**src/rtl/tx_pkt_arbiter.sv**
```systemverilog
// Packet-granular two-input arbiter sharing one ready/ready word interface.
// Grant is held from the first word through the EOP word, so packets never interleave.
module tx_pkt_arbiter #(
   parameter logic [7:0]  SR_ADDR = 8'd160,
   parameter int unsigned CNT_W   = 16
) (
   input  logic             clk,
   input  logic             rst,
   input  logic             set_stb,
   input  logic [7:0]       set_addr,
   input  logic [31:0]      set_data,
   input  logic [31:0]      in0_dat_i,
   input  logic [3:0]       in0_flags_i,
   input  logic             in0_ready_i,
   output logic             in0_ready_o,
   input  logic [31:0]      in1_dat_i,
   input  logic [3:0]       in1_flags_i,
   input  logic             in1_ready_i,
   output logic             in1_ready_o,
   output logic [31:0]      out_dat_o,
   output logic [3:0]       out_flags_o,
   output logic             out_ready_o,
   input  logic             out_ready_i,
   output logic [CNT_W-1:0] pkt_cnt0,
   output logic [CNT_W-1:0] pkt_cnt1,
   output logic             busy
);

   typedef enum logic [1:0] {IDLE, LOCK0, LOCK1} state_t;

   state_t state;
   logic   en0, en1, prio0;
   logic   last_srv;
   logic   req0, req1;
   logic   xfer0, xfer1;
   logic   unused_set_data;

   assign req0  = in0_ready_i & en0;
   assign req1  = in1_ready_i & en1;
   assign xfer0 = (state == LOCK0) & in0_ready_i & out_ready_i;
   assign xfer1 = (state == LOCK1) & in1_ready_i & out_ready_i;
   assign busy  = (state != IDLE);

   assign unused_set_data = ^set_data[31:3];

   // Config register, grant state machine and per-port packet counters
   always_ff @(posedge clk) begin
      if (rst) begin
         state    <= IDLE;
         last_srv <= 1'b1;
         en0      <= 1'b1;
         en1      <= 1'b1;
         prio0    <= 1'b0;
         pkt_cnt0 <= '0;
         pkt_cnt1 <= '0;
      end else begin
         if (set_stb && (set_addr == SR_ADDR)) begin
            en0   <= set_data[0];
            en1   <= set_data[1];
            prio0 <= set_data[2];
         end
         case (state)
            IDLE: begin
               // Port 0 wins a contest under priority or when port 1 was served last
               if (req0 && (!req1 || prio0 || last_srv))
                  state <= LOCK0;
               else if (req1)
                  state <= LOCK1;
            end
            LOCK0: begin
               if (xfer0 && in0_flags_i[1]) begin
                  state    <= IDLE;
                  last_srv <= 1'b0;
                  pkt_cnt0 <= pkt_cnt0 + CNT_W'(1);
               end
            end
            LOCK1: begin
               if (xfer1 && in1_flags_i[1]) begin
                  state    <= IDLE;
                  last_srv <= 1'b1;
                  pkt_cnt1 <= pkt_cnt1 + CNT_W'(1);
               end
            end
            default: state <= IDLE;
         endcase
      end
   end

   // Zero-latency pass-through of the granted port; everything quiet in IDLE
   always_comb begin
      out_dat_o   = '0;
      out_flags_o = '0;
      out_ready_o = 1'b0;
      in0_ready_o = 1'b0;
      in1_ready_o = 1'b0;
      case (state)
         LOCK0: begin
            out_dat_o   = in0_dat_i;
            out_flags_o = in0_flags_i;
            out_ready_o = in0_ready_i;
            in0_ready_o = out_ready_i;
         end
         LOCK1: begin
            out_dat_o   = in1_dat_i;
            out_flags_o = in1_flags_i;
            out_ready_o = in1_ready_i;
            in1_ready_o = out_ready_i;
         end
         default: ;
      endcase
   end

endmodule

```
**config.mk**
```make
export PLATFORM = sky130hd
export DESIGN_NAME = tx_pkt_arbiter
export DESIGN_NICKNAME = d
export VERILOG_FILES = /design/src/rtl/tx_pkt_arbiter.sv
export SDC_FILE = /design/constraint.sdc
export NUM_CORES = 1
export LEC_CHECK = 0
export ABC_AREA = 0
export BUFFER_PORTS_ARGS = -buffer_cell sky130_fd_sc_hd__buf_2
export CAP_MARGIN = 20
export CORE_MARGIN = 1
export CORE_UTILIZATION = 42
export CTS_CLUSTER_DIAMETER = 150
export CTS_CLUSTER_SIZE = 8
export DETAILED_ROUTE_END_ITERATION = 8
export PLACE_DENSITY = 0.87
export SYNTH_ARGS = -nofsm -noshare
export SYNTH_HDL_FRONTEND = slang
export SYNTH_SLANG_ARGS = --single-unit
export TNS_END_PERCENT = 1
```
**constraint.sdc**
```tcl
create_clock -name clk -period 6.2 [get_ports clk]
set_clock_uncertainty 0.15 [all_clocks]
set_input_delay 0.93 -clock clk [delete_from_list [all_inputs] [get_ports clk]]
set_output_delay 0.93 -clock clk [all_outputs]
set_load 0.01 [all_outputs]
```
After elaboration in Yosys (flattened, before gate mapping)
Index checks and enable logic that the tools add are counted.

Output and inout bits: 72. Register bits: 38.

Bitwise operators: 6. Equality and inequality tests: 6. Mux-type cells: 13. Add/sub/neg operators: 2. Reduce and logical (&&, ||, !) cells: 14.

Operator list (count): one-hot mux 32 bit (2 select lines) (1); adder 16 x 1 -> 16 bit (second input constant) (2); == test 8 bit (second input constant) (1); two-way mux 2 bit (4); one-hot mux 4 bit (2 select lines) (1); bitwise AND 1 bit (6); one-hot mux 2 bit (3 select lines) (1); AND reduction 3 bit (2); logical AND 1 bit (4); two-way mux 1 bit (4); inequality test 2 x 1 -> 1 bit (second input constant) (2); one-hot mux 1 bit (2 select lines) (2); AND reduction 2 bit (2); nonzero test 2 bit (2); inequality test 3 bit (second input constant) (1); == test 2 x 1 -> 1 bit (second input constant) (1); == test 2 bit (second input constant) (1); logical NOT 2 bit (1); logical OR 1 bit (2); logical NOT 1 bit (1).

Logic depth before layout (Yosys ltp)
Gate-level depths: netlist (run 1).

Depth after elaboration: 7. Gate-level depth with buffers: 8.

Least setup slack after synthesis (run 1)
No wires, ideal clock.

Path kind: register -> output. Start: reg state[1]. End: out out_dat_o[10]. Arrival time: 1.439 ns. Slack: 3.681 ns. Cell stages (with the launch flop): 7. Data required time: 5.120 ns. Cell sequence: dfxtp_1 inv_1 ha_1 clkbuf_1 buf_1 a22oi_1 nor2b_1.

Longest elaborated chain between the ends: 2.

Ends and longest elaborated chain: start: declaration (RTL line 31) `state_t state;`; start signal: assignment (RTL line 49) `state <= IDLE;`; start signal: assignment (RTL line 66) `state <= LOCK0;`; start signal: assignment (RTL line 68) `state <= LOCK1;`; == test 2 bit / == test 2 x 1 -> 1 bit (equally long branches) (RTL line 96) `case (state)`; one-hot mux 32 bit (2 select lines) * (RTL line 96); end: declaration (RTL line 20) `output logic [31:0] out_dat_o,`.

Mark *: on every way between the ends. The rest lies on a longest branch, timed or not.

Worst setup path after layout (run 1)
Start: reg state[0]. End: out out_dat_o[17].

The elaborated chain is that of the path after synthesis.

==> results.txt, run 1 <==
The maximum operating frequency is 0.315 GHz. The biggest fanout along the worst timing path is 25. CTS placed an instance of sky130_fd_sc_hd__clkbuf_8 at the clock tree root.

The fraction of met1 tracks used by global routing is 25.1%. The category of the critical setup timing path is reg2out. The global routing stage identified its most utilized layer as met2.

The cell internal power dissipation is 461 uW. Using the TritonRoute via totals, the vias-per-cell ratio works out to 5.26. The peak ir drop on the vdd network came out at 0.129 mV. The mapped netlist covers 2330 um2. The via count of the first global-routing pass came out at 2442. The number of buffers created by CTS came out at 5.

The launch point of the critical path is state[0]$_SDFFE_PP0P_. The number of buffers inserted by hold repair at cts came out at 0. The proportion of power drawn by the clock network is 33.2%.

The overflow left after global routing came out at 0. The shortest clock period the worst path allows after layout is 3180 ps. For this run, the register share of the synthesized area comes to 32.6%. STA puts the critical path data arrival time at 2100 ps.

The post-cts gate resize count came out at 0. The count of port buffers added during placement came out at 160. The clock-pin transition on the worst setup and hold timing paths is 70 ps. The leakage power is 0.00150 uW. The summed negative setup slack over all endpoints is 0 ps.

The worst setup path is launched from a register. The area enclosed by the die boundary came out at 5860 um2. The number of antenna violations at the first check in global routing is 0.

Setup repair after global routing left no endpoint under its margin. The fraction of power spent switching nets came out at 28.3%. The depth of the worst register-to-register path is 6. The final antenna diode count came out at 0. The clock latency at the later pin of the worst-skew pair is 290 ps. The die width is 76.6 um. The post-route worst setup slack came out at 3020 ps. Along the worst hold path, the cell count comes to 2.

The number of antenna-violating nets in the routed design is 0. Across all layers, the routed design uses 2708 vias. The number of nets in the synthesized netlist came out at 418. Setup violations remaining at the end of the flow were counted as 0. The share of flip-flops with an asynchronous set or reset is 0%. The synthesis-to-finish area growth is 40.4%. For this run, the leading register cell type out of synthesis is sky130_fd_sc_hd__dfxtp_1. The average cell area after synthesis came out at 7.91 um2.

The global-route wire length before repair is 11200 um. The setup fix buffers added after clock tree synthesis is 0. The clock sink total is 38.

The synthesized instance count came out at 295. The tool flagged a number of max-cap violations equal to 0. The filler cell count in the final layout came out at 459. After synthesis, the cell types taking the most area are sky130_fd_sc_hd__dfxtp_1, sky130_fd_sc_hd__a22oi_1, sky130_fd_sc_hd__nor2b_1, sky130_fd_sc_hd__nor2_1, sky130_fd_sc_hd__xnor2_1.

The routed length per placed instance came out at 13.6 um. The number of cells in the design after placement came out at 508. The layout net count is 568. The number of H-tree branching levels came out at 2. Entering global routing, the biggest net connects 42 pins. The met3 usage in global routing came out at 5.75%.

The pin slew with the least headroom to its limit came out at 811 ps. Yosys mapped the design onto 36 distinct sky130hd cell types. In the final layout, the share of cells above drive strength 1 is 38.9%.

At the worst endpoint, the required time is 5120 ps. In this run the count of I/O pins placed on the die edge is 190. The final-report max-slew violation count came out at 0.

The longest clock path from root to sink contains 2 buffers. The min-delay analysis places its worst path in the category reg2reg. The global router's overall resource usage came out at 23.2%. STA classifies the critical path endpoint as a primary output. The half-perimeter wire length after detailed placement came out at 5250 um. The run finished with clean final reports. The region available for standard cell placement spans 5240 um2. The synthesis warning total is 0. In this run the vertical extent of the chip is 76.6 um. In the layout the commonest cells are sky130_fd_sc_hd__buf_2, sky130_fd_sc_hd__nor2b_1, sky130_fd_sc_hd__a22oi_1, sky130_fd_sc_hd__dfxtp_1, sky130_fd_sc_hd__nor2_1. In this run, flip-flops and latches consume 38.6% of the power. The final hold violation count is 0. The post-layout instance count excluding filler cells is 515.

The utilization of the core after routing came out at 62.6%. The worst-case setup slack after placement came out at 2980 ps. The startpoint identified for the worst hold timing path is last_srv$_SDFFE_PP1P_. Combinational logic burns 28.2% of the power. The areal power density over the cells came out at 196 nW/um2.

The met2 track utilization from global routing is 42.8%. The design draws 644 uW. The worst max-slew margin expressed relative to the limit came out at 45.9%.

Summed over all instances, the cell type with the most area after synthesis is sky130_fd_sc_hd__dfxtp_1. The number of detailed-route iterations in the first pass is 5. The number of enable-type register cells in the synthesized netlist came out at 0. The area share of the largest cell type after synthesis came out at 32.6%. In this run the power spent charging and discharging nets is 183 uW.

In this run, the number of DRC markers left after iteration 0 of detailed routing was 111. The detailed-route wire length came out at 6980 um. TritonCTS built the clock tree. The starting density of the core came out at 44.6%.

The worst path uses 51.3% of the clock period. The library cell used most frequently in the layout, excluding fill and tap cells, is sky130_fd_sc_hd__buf_2. The row count is 26. The flip-flop and latch count after synthesis came out at 38. The congestion estimate from routability-driven global placement came to 0.796. In this run the critical register-to-register path is launched from state[1]$_SDFFE_PP0P_. In the routed design, unresolved DRC markers number 0.
==> critical path, stage by stage, from the launching register on <==
cell,delay [ps]
sky130_fd_sc_hd__dfxtp_1,320
sky130_fd_sc_hd__inv_1,100
sky130_fd_sc_hd__ha_1,550
sky130_fd_sc_hd__buf_4,380
sky130_fd_sc_hd__a22oi_1,130
sky130_fd_sc_hd__nor2b_1,180
sky130_fd_sc_hd__buf_2,160
==> worst paths after layout <==
kind	to	slack, ps
setup / recovery	out_dat_o[17]	3020
hold / removal	last_srv$_SDFFE_PP1P_	340
setup reg to reg	pkt_cnt0[15]$_SDFFE_PP0P_	3480
hold reg to reg	last_srv$_SDFFE_PP1P_	340
==> per-stage QoR <==
| stage | cell area, um2 | hold WS [ps] |
|---|---|---|
| finish | 3280 | 345 |
| global route | 3280 | 373 |
| global placement | 3170 | 303 |
| detailed placement | 3170 | 332 |
| floorplan | 2330 | 286 |
| CTS | 3280 | 349 |
==> layout make-up <==
type                            instances  area, um2  share of cell area, %
Tap cell                               70       87.6                   2.67
Clock inverter                          1       30.0                  0.916
Sequential cell                        38        761                   23.2
Timing Repair Buffer                  162        816                   24.9
Multi-Input combinational cell        227       1460                   44.5
Clock buffer                            6       82.6                   2.52
Inverter                               11       41.3                   1.26
==> registers in the layout (all words and copies together), names as in the netlist <==
name / count
pkt_cnt1: 16
prio0: 1
en1: 1
last_srv: 1
state: 2
en0: 1
pkt_cnt0: 16
==> cell families (layout without fill, tap and decap cells) <==
group	after synthesis	in the layout	synth area share [%]
buffers and inverters	30	180	4.88
DFF	38	38	32.6
xor gates and xnor gates	18	18	6.75
muxes	5	5	2.30
AOI/OAI and AO/OA	66	66	19.5
and+or+nand+nor	133	133	31.3
adders and majority gates	5	5	2.68
==> layer usage <==
metal | up-vias | wire, um
met5 | - | 0
met4 | 0 | 165
met3 | 17 | 426
met2 | 98 | 3610
met1 | 1235 | 2780
li1 | 1358 | -
==> power groups by stage <==
stage | clock network (uW) | registers (uW) | logic, uW
6_report | 214 | 249 | 181
5_1_grt | 230 | 249 | 200
4_1_cts | 219 | 248 | 183
3_5_place_dp | 0 | 254 | 182
3_3_place_gp | 0 | 254 | 176
2_1_floorplan | 0 | 254 | 115
==> Yosys cell counts (all sizes together) (2+ instances only) <==
cell type / count
a211o: 2
a21oi: 12
a22oi: 38
and2: 2
and3: 4
and4: 2
buf: 5
clkbuf: 14
dfxtp: 38
ha: 5
inv: 11
mux2: 3
mux2i: 2
nand2: 13
nand2b: 2
nand3: 12
nand4: 10
nor2: 26
nor2b: 40
nor3: 6
nor4: 4
o21ai: 5
o31ai: 4
or3: 5
or4: 5
xnor2: 11
xor2: 7
(Power assumes the default switching activity.)
==> run 2: changes to the inputs <==
Settings changed: CORE_UTILIZATION 42 to 36, PLACE_DENSITY 0.87 to 0.79.
Clock period 6.2 ns to 2.9 ns, I/O delays scaled along.
==> results.txt, run 2 (synthesized netlist as in run 1, its figures left out) <==
The clock latency at the later pin of the worst-skew pair came out at 290 ps. The flow ran to the end, and the final reports show no timing, DRC or antenna violations. The worst setup path is of the reg2out kind. For the worst setup path, the data required time is 2320 ps. The count of port buffers added during placement came out at 160. The number of detailed-route iterations in the first pass is 4. The detailed-route wire length is 7080 um. The summed negative setup slack over all endpoints came out at 0 ps. The via count of the first global-routing pass was 2337.

In this run the count of I/O pins placed on the die edge is 190. The starting density of the core came out at 38.3%. In the layout the commonest cells are sky130_fd_sc_hd__buf_2, sky130_fd_sc_hd__nor2b_1, sky130_fd_sc_hd__a22oi_1, sky130_fd_sc_hd__dfxtp_1, sky130_fd_sc_hd__nor2_1. The global-route wire length before repair is 10200 um. The height of the die is 82.5 um. Timing would allow up to 0.427 GHz. TritonCTS built the clock tree. The biggest fanout along the worst timing path came out at 41.

The area enclosed by the die boundary came out at 6810 um2. The share of cells above drive strength 1 is 39.3%. The peak ir drop on the vdd network is 0.326 mV.

The per-cell via count in the routed design came out at 5.18. The half-perimeter wire length after detailed placement came out at 5360 um. Clock-pin slew was measured on the worst setup and hold paths at 70 ps.

The overflow left after global routing is 0. The worst max-slew margin expressed relative to the limit is 52.2%. The critical path startpoint category is a register. After layout, the worst path uses 80.8% of the clock period. The tree is rooted in a sky130_fd_sc_hd__clkbuf_8. Measured on the finished design, the core utilization comes to 54.2%. For the pin with the worst max-slew slack, the measured transition is 717 ps. The largest registers in the layout are pkt_cnt0 (16), pkt_cnt1 (16), state (2). After the first detailed-routing iteration, the DRC count stood at 98. Setup repair after global routing left no endpoint under its margin. The number of antenna violations at the first check in global routing is 0.

The final-report max-slew violation count came out at 0. The worst hold-check path type is in2reg. The global router's overall resource usage came out at 19.4%.

In this run, post-CTS repair resized a total of 0 instances. Dividing the detail-routed wire length by the instance count gives 13.5 um. The area of combinational cells with multiple inputs is 1460 um2.

The kind of end point of the critical path is a primary output. The setup-violating endpoint count in the final report is 0. The final hold violation count came out at 0. Routability-driven placement finished with a final weighted congestion of 0.790. The layout net count came out at 571. The filler cell count in the final layout came out at 598. The leakage power came out at 0.00152 uW.

The area of the placeable core is 6100 um2. The clock sink total came out at 38. The largest net degree at the start of global routing is 42. The die width came out at 82.5 um.

Once the clock tree was built, the setup fixing pass inserted 0 buffers. The final antenna diode count is 0. The areal power density over the cells is 416 nW/um2. The DRC violation count after routing is 0. The number of max-capacitance violations reported came out at 0. The number of buffers created by CTS came out at 5. In this run the deepest clock path goes through 2 buffers.

The commonest non-fill, non-tap cell in the layout is sky130_fd_sc_hd__buf_2. The shortest clock period the worst path allows after layout is 2340 ps. The number of H-tree branching levels came out at 2. The via count of the routed design came out at 2708. The number of buffers inserted by hold repair at cts is 0. The row count came out at 28. The number of antenna-violating nets in the routed design came out at 0. The data arrival at the endpoint of the critical path is 1760 ps. The synthesis-to-finish area growth is 41.6%. The register area came out at 761 um2.
[run 2: cell count changes in the layout (fill, tap and decap cells not counted)]
cell / previous run / this run
sky130_fd_sc_hd__buf_4: 2 / 5
[run 2: stage by stage]
| stage | cells | instance area (um2) | setup WS (ps) | power (uW) | hold WS [ps] |
|---|---|---|---|---|---|
| after floorplan | 295 | 2330 | 813 | 788 | 286 |
| after global placement | 516 | 3190 | 617 | 925 | 301 |
| after detailed placement | 516 | 3190 | 565 | 937 | 301 |
| after CTS | 523 | 3310 | 569 | 1390 | 241 |
| after global routing | 523 | 3310 | 383 | 1460 | 234 |
| final | 523 | 3310 | 556 | 1380 | 244 |
[run 2: worst paths after layout]
kind	startpoint	to	slack [ps]	cells after the start
setup / recovery	state[0]$_SDFFE_PP0P_	out_dat_o[14]	560	6
setup reg to reg	state[1]$_SDFFE_PP0P_	pkt_cnt0[14]$_SDFFE_PP0P_	610	6
hold reg to reg	en0$_SDFFE_PP1P_	en0$_SDFFE_PP1P_	330	1
hold / removal	set_data[2]	prio0$_SDFFE_PP0P_	240	3
[run 2: area by class of cell]
type / count / share of cell area, %
clock buffers: 6 / 2.50
repair buffers: 165 / 25.3
flip-flops and latches: 38 / 23.0
clock inverters: 1 / 0.908
inverters: 11 / 1.25
well taps: 75 / 2.84
multi-input cells: 227 / 44.2
[run 2: per-layer routing]
layer  vias to the layer above  track usage [%]  wire length, um
met5                         -                0                0
met4                         0             5.17               63
met3                         9             5.05              493
met2                       101             36.7             3660
met1                      1233             21.2             2860
li1                       1365                -                -
[run 2: report_power, final]
part	switching, uW	internal [uW]	leakage, uW
Sequential	4.41	527	0.000306
Clock	180	275	0.0000573
Combinational	206	184	0.00115
Total	390	987	0.00152
[run 2: critical path, stage by stage (launching register included)]
cell,delay [ps]
sky130_fd_sc_hd__dfxtp_1,320
sky130_fd_sc_hd__inv_1,100
sky130_fd_sc_hd__ha_1,180
sky130_fd_sc_hd__buf_4,380
sky130_fd_sc_hd__a22oi_1,160
sky130_fd_sc_hd__nor2b_1,170
sky130_fd_sc_hd__buf_2,160
==> run 3: changes to the inputs <==
Clock period 2.9 ns to 2 ns, I/O delays scaled along.
==> results.txt, run 3 (synthesized netlist as in run 1, its figures left out) <==
In this run the count of I/O pins placed on the die edge is 190. The commonest non-fill, non-tap cell in the layout is sky130_fd_sc_hd__buf_2. The number of placed instances, taps included, is 531. The net count of the finished layout is 592. The area of the placeable core came out at 6100 um2. The starting DRC count in detailed routing came out at 89. The routed length per placed instance is 14.7 um. The starting density of the core is 38.3%. The number of antenna-violating nets in the routed design came out at 0. At the pin with the least slew margin, the transition time is 449 ps. In the final layout, the registers with the most flip-flops are pkt_cnt0 (16), pkt_cnt1 (16), state (2). The register-to-register setup slack is -20 ps. The clock-pin transition on the worst setup and hold timing paths is 80 ps. The worst register-to-register path begins at state[1]$_SDFFE_PP0P_. The utilization of the core after routing is 62.0%.

The shortest clock period the worst path allows after layout is 2040 ps. The final-report max-slew violation count came to 0. The worst setup path is of the reg2out kind. The deepest clock path buffer count came out at 2. The maximum operating frequency is 0.490 GHz. The clock root buffer is sky130_fd_sc_hd__clkbuf_8.

The worst max-slew margin expressed relative to the limit came out at 70.1%. The clock latency at the later pin of the worst-skew pair is 290 ps. Setup repair after global routing could not meet its margin everywhere.

The final hold violation count came out at 0. The synthesis-to-finish area growth is 61.8%. The data required time at the worst endpoint is 1550 ps. The final reports fail on negative setup slack. The post-route worst setup slack came out at -40.7 ps. The clock sink total is 38. STA classifies the critical path startpoint as a register.

The post-layout instance count excluding filler cells is 545. The final period utilization came out at 102%. The areal power density over the cells came out at 584 nW/um2. Setup violations remaining at the end of the flow were counted as 26.

In this run the horizontal extent of the chip is 82.5 um. The layout has 560 filler cells. Counting instances, the worst hold path has a depth of 3. The number of max-capacitance violations reported is 0. In the routed layout, each cell is associated on average with a via count of 5.26. The DRC violation count after routing is 0. In this run the most critical hold path is launched from set_data[2]. The area enclosed by the die boundary came out at 6810 um2. The clock tree from TritonCTS is done.

Measured in cells, the most critical reg-to-reg path has a length of 7. The number of buffers created by CTS came out at 5. The final antenna diode count came out at 0. Across the VDD grid, the largest voltage drop is 0.481 mV. Row generation in the floorplan step produced 28 rows.

The number of buffers inserted by hold repair at cts is 0. For this run, the detailed router's first-pass iteration total came to 4. The detailed-route wire length is 8030 um. The global router's overall resource usage came out at 20.5%. The half-perimeter wire length after detailed placement is 5490 um. The share of cells above drive strength 1 came out at 51.9%. The first global-routing pass estimated 10800 um of wire. The min-delay analysis places its worst path in the category in2reg.

The critical path starts at state[1]$_SDFFE_PP0P_. Port buffering added 160 buffers. Entering global routing, the biggest net connects 41 pins. At the end of routability-driven placement, the weighted congestion stood at 0.811. The via count of the routed design is 2865. The flow ran to the end, but the final reports show violations. The register area is 764 um2. The biggest fanout along the worst timing path came out at 15. The worst hold margin came out at 94.5 ps. The data arrival at the endpoint of the critical path is 1590 ps. The worst-case setup slack after placement is -68.9 ps. The die is 82.5 um tall. The multi-input combinational cells in the finished layout cover a total of 1690 um2. The via count of the first global-routing pass came out at 2374. The overflow left after global routing is 0.

STA classifies the critical path endpoint as a primary output. Summed over all cells, the static leakage comes to 0.00167 uW. The worst register-to-register path ends at pkt_cnt0[15]$_SDFFE_PP0P_. The number of H-tree branching levels came out at 2. The library cells used most frequently in the layout, excluding fill and tap cells, are sky130_fd_sc_hd__buf_2, sky130_fd_sc_hd__nor2b_1, sky130_fd_sc_hd__dfxtp_1, sky130_fd_sc_hd__a22oi_2, sky130_fd_sc_hd__nor2_1.

The endpoint of the worst hold path is prio0$_SDFFE_PP0P_. The number of antenna violations at the first check in global routing came out at 0.
-- run 3: changes by cell type in the layout (fill, tap and decap cells not counted), sizes merged --
cell      previous run  this run
clkinvlp             0         2
buf                165       185
-- run 3: through the flow --
step | instance area (um2) | setup TNS, ps | power (uW)
after detailed placement | 3340 | -131 | 1390
after global placement | 3340 | -14.7 | 1380
after floorplan | 2340 | -19.1 | 1140
final | 3780 | -487 | 2210
after global routing | 3780 | -2490 | 2320
after CTS | 3610 | -597 | 2130
-- run 3: final cells by class --
class	instances	area share, %
sequential	38	20.2
multi-input combinational	227	44.7
tap	75	2.48
clock inverter	3	1.19
inverter	11	1.09
timing repair buffer	186	28.5
clock buffer	5	1.82
-- run 3: power by group --
group | switching, uW | leakage (uW) | internal [uW] | total, uW
combinational | 381 | 0.00132 | 395 | 776
sequential | 7.36 | 0.000308 | 765 | 773
clock | 287 | 0.0000504 | 371 | 658
-- run 3: worst max path at each step --
stage	to	slack [ps]	cells past startpoint
2_1_floorplan	pkt_cnt1[15]$_SDFFE_PP0P_	-10	8
3_3_place_gp	pkt_cnt0[14]$_SDFFE_PP0P_	-8	6
3_5_place_dp	pkt_cnt0[14]$_SDFFE_PP0P_	-70	6
4_1_cts	out_dat_o[26]	-50	6
5_1_grt	out_dat_o[24]	-100	7
6_report	out_dat_o[12]	-40	7
-- run 3: critical path: stages (launching register included) --
cell and delay, ps:
sky130_fd_sc_hd__dfxtp_2 330, sky130_fd_sc_hd__buf_4 140, sky130_fd_sc_hd__ha_4 160, sky130_fd_sc_hd__buf_6 130, sky130_fd_sc_hd__buf_12 150, sky130_fd_sc_hd__a22oi_1 180, sky130_fd_sc_hd__nor2b_1 70, sky130_fd_sc_hd__buf_2 140
-- run 3: timing repair --
| item | CTS | global route |
|---|---|---|
| pin swaps | 3 | 4 |
| endpoints found under the setup margin | 42 | 46 |
| resized for setup | 25 | 28 |
| buffers inserted | 3 | 1 |
| cloned | 1 | 1 |
-- run 3: per-layer routing --
| metal | share of wire [%] | GRT usage, % | up-vias |
|---|---|---|---|
| li1 | - | - | 1405 |
| met3 | 5.1 | 3.41 | 11 |
| met1 | 44 | 27.8 | 1344 |
| met4 | 1.2 | 6.90 | 0 |
| met2 | 50 | 33.0 | 105 |
| met5 | 0 | 0 | - |
